## config.mk

```make
export PLATFORM = sky130hd
export DESIGN_NAME = tlul_sram_responder
export DESIGN_NICKNAME = d
export VERILOG_FILES = /design/src/rtl/tlul_sram_responder.sv
export SDC_FILE = /design/constraint.sdc
export NUM_CORES = 1
export LEC_CHECK = 0
export CAP_MARGIN = 20
export CELL_PAD_IN_SITES_DETAIL_PLACEMENT = 0
export CELL_PAD_IN_SITES_GLOBAL_PLACEMENT = 2
export CORE_ASPECT_RATIO = 0.8
export CORE_MARGIN = 2
export CORE_UTILIZATION = 40
export DETAILED_ROUTE_END_ITERATION = 12
export PLACE_DENSITY_LB_ADDON = 0.1
export SKIP_CTS_REPAIR_TIMING = 1
export SLEW_MARGIN = 20
export SYNTH_ARGS = -nofsm -noshare
export SYNTH_HDL_FRONTEND = slang
export SYNTH_SLANG_ARGS = --single-unit
```

## constraint.sdc

```tcl
create_clock -name clock -period 5.9 [get_ports clock]
set_input_delay 0.59 -clock clock [delete_from_list [all_inputs] [get_ports clock]]
set_output_delay 0.59 -clock clock [all_outputs]
set_load 0.005 [all_outputs]
```

## src/rtl/tlul_sram_responder.sv

```systemverilog
// ---------------------------------------------------------------------------
// Module  : tlul_sram_responder
// Brief   : TileLink-UL single-beat responder backed by a 64-bit flop array.
// Rev     : 1.0  initial release
// ---------------------------------------------------------------------------
`default_nettype none

module tlul_sram_responder #(
  parameter logic [31:0] ADDR_BASE  = 32'h0800_0000,
  parameter int          DEPTH_LOG2 = 4
) (
  input  logic        clock,
  input  logic        reset_n,
  input  logic        a_valid,
  input  logic [2:0]  a_opcode,
  input  logic [2:0]  a_param,
  input  logic [3:0]  a_size,
  input  logic [2:0]  a_source,
  input  logic [31:0] a_address,
  input  logic [7:0]  a_mask,
  input  logic [63:0] a_data,
  input  logic        a_corrupt,
  output logic        a_ready,
  output logic        d_valid,
  output logic [2:0]  d_opcode,
  output logic [1:0]  d_param,
  output logic [3:0]  d_size,
  output logic [2:0]  d_source,
  output logic        d_denied,
  output logic [63:0] d_data,
  output logic        d_corrupt,
  input  logic        d_ready,
  output logic [7:0]  err_count
);

  localparam int         DEPTH    = 1 << DEPTH_LOG2;
  localparam int         TAG_LSB  = 3 + DEPTH_LOG2;
  localparam logic [2:0] OP_PUTF  = 3'd0;
  localparam logic [2:0] OP_PUTP  = 3'd1;
  localparam logic [2:0] OP_GET   = 3'd4;
  localparam logic [2:0] OP_ACK   = 3'd0;
  localparam logic [2:0] OP_ACKD  = 3'd1;

  localparam logic [0:0] STATE_IDLE = 1'b0;
  localparam logic [0:0] STATE_RESP = 1'b1;

  logic [0:0]            state;
  logic [0:0]            state_next;
  logic                  a_fire;
  logic                  d_fire;
  logic                  is_get;
  logic                  is_put;
  logic                  out_of_window;
  logic                  misaligned;
  logic                  denied;
  logic                  wr_en;
  logic [DEPTH_LOG2-1:0] idx;
  logic [63:0]           rd_word;
  logic                  unused_param;

  assign unused_param = ^a_param;

  assign a_ready = !d_valid | d_ready;
  assign a_fire  = a_valid & a_ready;
  assign d_fire  = d_valid & d_ready;

  // Request decode
  assign is_get        = (a_opcode == OP_GET);
  assign is_put        = (a_opcode == OP_PUTF) | (a_opcode == OP_PUTP);
  assign out_of_window = (a_address[31:TAG_LSB] != ADDR_BASE[31:TAG_LSB]);
  assign idx           = a_address[TAG_LSB-1:3];

  always_comb begin
    misaligned = 1'b0;
    case (a_size)
      4'd1:    misaligned = a_address[0];
      4'd2:    misaligned = |a_address[1:0];
      4'd3:    misaligned = |a_address[2:0];
      default: misaligned = 1'b0;
    endcase
  end

  assign denied = out_of_window | (a_size > 4'd3) | misaligned
                | !(is_get | is_put) | (is_put & a_corrupt);
  assign wr_en  = a_fire & is_put & !denied;

  // One independent byte-lane array per mask bit; memory is deliberately unreset
  for (genvar i = 0; i < 8; i++) begin : g_lane
    logic [7:0] mem [DEPTH];
    always_ff @(posedge clock) begin
      if (wr_en && a_mask[i]) begin
        mem[idx] <= a_data[8*i +: 8];
      end
    end
    assign rd_word[8*i +: 8] = mem[idx];
  end

  // State register
  always_ff @(posedge clock or negedge reset_n) begin
    if (!reset_n) begin
      state <= STATE_IDLE;
    end else begin
      state <= state_next;
    end
  end

  // Next-state logic
  always_comb begin
    state_next = state;
    case (state)
      STATE_IDLE: if (a_fire) state_next = STATE_RESP;
      STATE_RESP: if (d_fire && !a_fire) state_next = STATE_IDLE;
      default:    state_next = STATE_IDLE;
    endcase
  end

  // Output logic
  always_comb begin
    d_valid = (state == STATE_RESP);
  end

  assign d_param = 2'd0;

  // Response register: loads only on A fire so fields hold under backpressure
  always_ff @(posedge clock or negedge reset_n) begin
    if (!reset_n) begin
      d_opcode  <= 3'd0;
      d_size    <= 4'd0;
      d_source  <= 3'd0;
      d_denied  <= 1'b0;
      d_data    <= 64'd0;
      d_corrupt <= 1'b0;
    end else if (a_fire) begin
      d_opcode  <= is_get ? OP_ACKD : OP_ACK;
      d_size    <= a_size;
      d_source  <= a_source;
      d_denied  <= denied;
      d_data    <= (is_get && !denied) ? rd_word : 64'd0;
      d_corrupt <= is_get & denied;
    end
  end

  always_ff @(posedge clock or negedge reset_n) begin
    if (!reset_n) begin
      err_count <= 8'd0;
    end else if (a_fire && denied && (err_count != 8'hFF)) begin
      err_count <= err_count + 8'd1;
    end
  end

endmodule

`default_nettype wire

```

==> impl_metrics.tcl <==
set metrics [dict create \
    status "finished, final reports clean" \
    vias_per_cell 5.459 \
    power_density_mw_per_mm2 334.0 \
    htree_levels 3 \
    synth_top_family_by_area "multiplexers" \
    die_area_mm2 0.1078 \
    synthAdderAreaFrac_pct 0.02974 \
    path_max_fanout 16 \
    slew_violations 0 \
    fin_crit_sh_pct 69.74 \
    die_width_um 366.6 \
    synth_area_leaders "edfxtp_1 (73%), mux4_2 (14%), dfrtp_1 (4.9%), a22oi_1 (2.3%), a22o_1 (1.3%)" \
    drt_iter0_markers 1840 \
    antenna_left 0 \
    grt_pass1_vias 21170 \
    grt_util_all_layers_pct 18.75 \
    setup_viol 0 \
    start_kind "primary input" \
    multi_input_area_mm2 0.008722 \
    cts_buffers 112 \
    drc 0 \
    drt_pass1_iterations 5 \
    fmax_mhz 243.0 \
    overflow 0 \
    antenna_found_initial 3 \
    core_area_mm2 0.1044 \
    grt_max_degree 136 \
    initial_utilization_pct 40.30 \
    grt_pass1_wl_mm 146.1 \
    postSynthAreaPerCell_um2 21.41 \
    leakagePower_nw 15.62 \
    synth_top_area_share_pct 73.09 \
    globalplace.congestion 0.7267 \
    synth_seq_cells 1107 \
    ff2ff_path_depth 6 \
    wl_mm 101.0 \
    synth_most_common_cell "edfxtp_1" \
    synth_flop_cell "edfxtp_1" \
    via_count 20150 \
    synth_area_mm2 0.04207 \
    arrival_ns 4.41 \
    fin_nets 2313 \
    area_delta_synth_final_pct 16.77 \
    clkLatencyLatePin_ns 0.70 \
    fillers 8737 \
    wire_per_inst_um 27.37 \
    yosysWarnings 0 \
    synth_xor_area_share_pct 0.1249 \
    skew_ns 0.02551 \
    cts_tree "built" \
    dieHeight_um 294.1 \
    syn_inst 1965 \
    synth_mux_area_share_pct 13.89 \
    final_hold_viol_count 0 \
    rr_startpoint "d_valid" \
    critPathKind "in2reg" \
    min_path_type "in2async" \
    yosys.area_share.simple_pct 2.760 \
    rsz0062_at_grt "false" \
    slew_headroom_pct 22.79 \
    drive_gt1_share_pct 20.17 \
    io_pins 210 \
    drv_cap 0 \
    regArea_mm2 0.03283 \
    synth_edf_count 1024 \
    worstMarginPinSlew_ns 1.155 \
    r2r_setup_slack_ns 2.07 \
    yosysTopAreaCell "edfxtp_1" \
    postLayoutCoreUtil_pct 47.06 \
    ir_drop_mv 0.2457 \
    yosysUniqueCellTypes 40 \
    clock_sinks 1107 \
    yosysSeqAreaShare_pct 78.03 \
    min_period_ns 4.114 \
    crit_required_ns 6.20 \
    r2r_end "g_lane[4].mem[8][5]" \
    synth_common_cells "edfxtp_1 (1024), mux4_2 (256), nor2_1 (130), a22oi_1 (129), nand2_1 (93)" \
    synthArstFlopShare_pct 7.498 \
    synth_compound_area_share_pct 3.792 \
    root_buffer "clkbuf_16" \
    dp_hpwl_mm 60.86 \
    clk_pin_slew_worst_paths_ns 0.06 \
    io_buffers 202 \
    rows 106 \
    cts_buffer_depth 3 \
    setup_tns_ns 0 \
    endpoint_kind "register" \
]
state kept, by name, indices dropped and copies added (netlist names):
| register | count |
|---|---|
| g_lane.mem | 1024 |
| d_data | 64 |
| err_count | 8 |
| d_size | 4 |
| d_source | 3 |
| d_corrupt | 1 |
| d_denied | 1 |
| d_opcode | 1 |
| d_valid | 1 |
worst max path at each step:
| stage | startpoint | to | slack, ns | cells after the start |
|---|---|---|---|---|
| after floorplan | a_address[10] | g_lane[5].mem[3][0] | 3.13 | 6 |
| after global placement | a_opcode[1] | g_lane[4].mem[11][7] | 1.06 | 7 |
| after detailed placement | a_opcode[1] | g_lane[2].mem[12][4] | 1.04 | 7 |
| after CTS | a_opcode[1] | g_lane[4].mem[11][4] | 1.80 | 7 |
| after global routing | a_opcode[1] | g_lane[4].mem[8][5] | 1.60 | 7 |
| final | a_opcode[1] | g_lane[4].mem[8][5] | 1.79 | 7 |
per-layer routing:
metal / wire length (um) / GRT usage [%]
met1: 45420 / 26.85
met2: 48060 / 29.55
met5: 22 / 0
met3: 5596 / 4.049
met4: 1933 / 4.326
kinds of logic (layout without fill, tap and decap cells):
family,after synthesis,after routing
AO/OA/AOI/OAI,203,203
XOR/XNOR,6,6
adder cells (fa/ha/maj),1,1
buffers and inverters,117,435
flip-flops,1107,1107
multiplexers,263,263
other,1,5
AND/OR/NAND/NOR,267,267
where the power goes:
part / internal (mW) / total [mW] / switching [mW] / leakage, nW
sequential: 8.61 / 8.64 / 0.0366 / 10.3
combinational: 0.355 / 0.826 / 0.471 / 3.54
clock: 3.98 / 6.94 / 2.96 / 1.75
total: 12.9 / 16.4 / 3.47 / 15.6
worst max-delay path, cell delays in order:
cell	delay (ns)
clkdlybuf4s50_1	0.46
nor4_1	0.47
nand4_1	0.32
nor4_4	0.86
buf_4	0.38
nand2_1	0.37
nor2_1	0.94
cell usage in the layout, fill, tap and decap left out, drive strengths merged, types with 2 or more instances in the layout:
master         Yosys  routed
edfxtp          1024    1024
mux4             256     256
clkdlybuf4s50      0     199
clkbuf            61     151
nor2             130     130
a22oi            129     129
nand2             93      93
dfrtp             83      83
a22o              64      64
clkinv             0      42
buf               55      24
nor4              14      14
nand3              7       7
mux2               7       7
bufinv             0       7
xor2               6       6
clkinvlp           0       6
inv                1       5
nor2b              5       5
o21ai              4       4
conb               1       4
nand4              3       3
nor3               3       3
o211ai             2       2
nor4b              2       2
and3               2       2
nand2b             2       2
and2               2       2
final cells by class:
| type | instances | share of cell area, % |
|---|---|---|
| Inverter | 1 | 0.007641 |
| Clock buffer | 151 | 6.314 |
| Antenna cell | 1 | 0.005094 |
| Clock inverter | 59 | 0.9959 |
| Timing Repair Buffer | 224 | 4.523 |
| Multi-Input combinational cell | 744 | 17.76 |
| Sequential cell | 1107 | 66.82 |
| Tap cell | 1404 | 3.576 |
metrics by stage:
stage                     cells  hold WS, ns  area [um2]  power [mW]  worst slack, ns
after global placement     3479       0.4672       45510       9.635            1.062
after floorplan            1968       0.2944       42080       9.193            3.128
final                      3691       0.4839       49120       16.41            1.786
after CTS                  3689      -0.1605       49100       16.60            1.804
after detailed placement   3479       0.4739       45510       9.651            1.037
after global routing       3690       0.4982       49120       16.94            1.602
(Power assumes the default switching activity.)
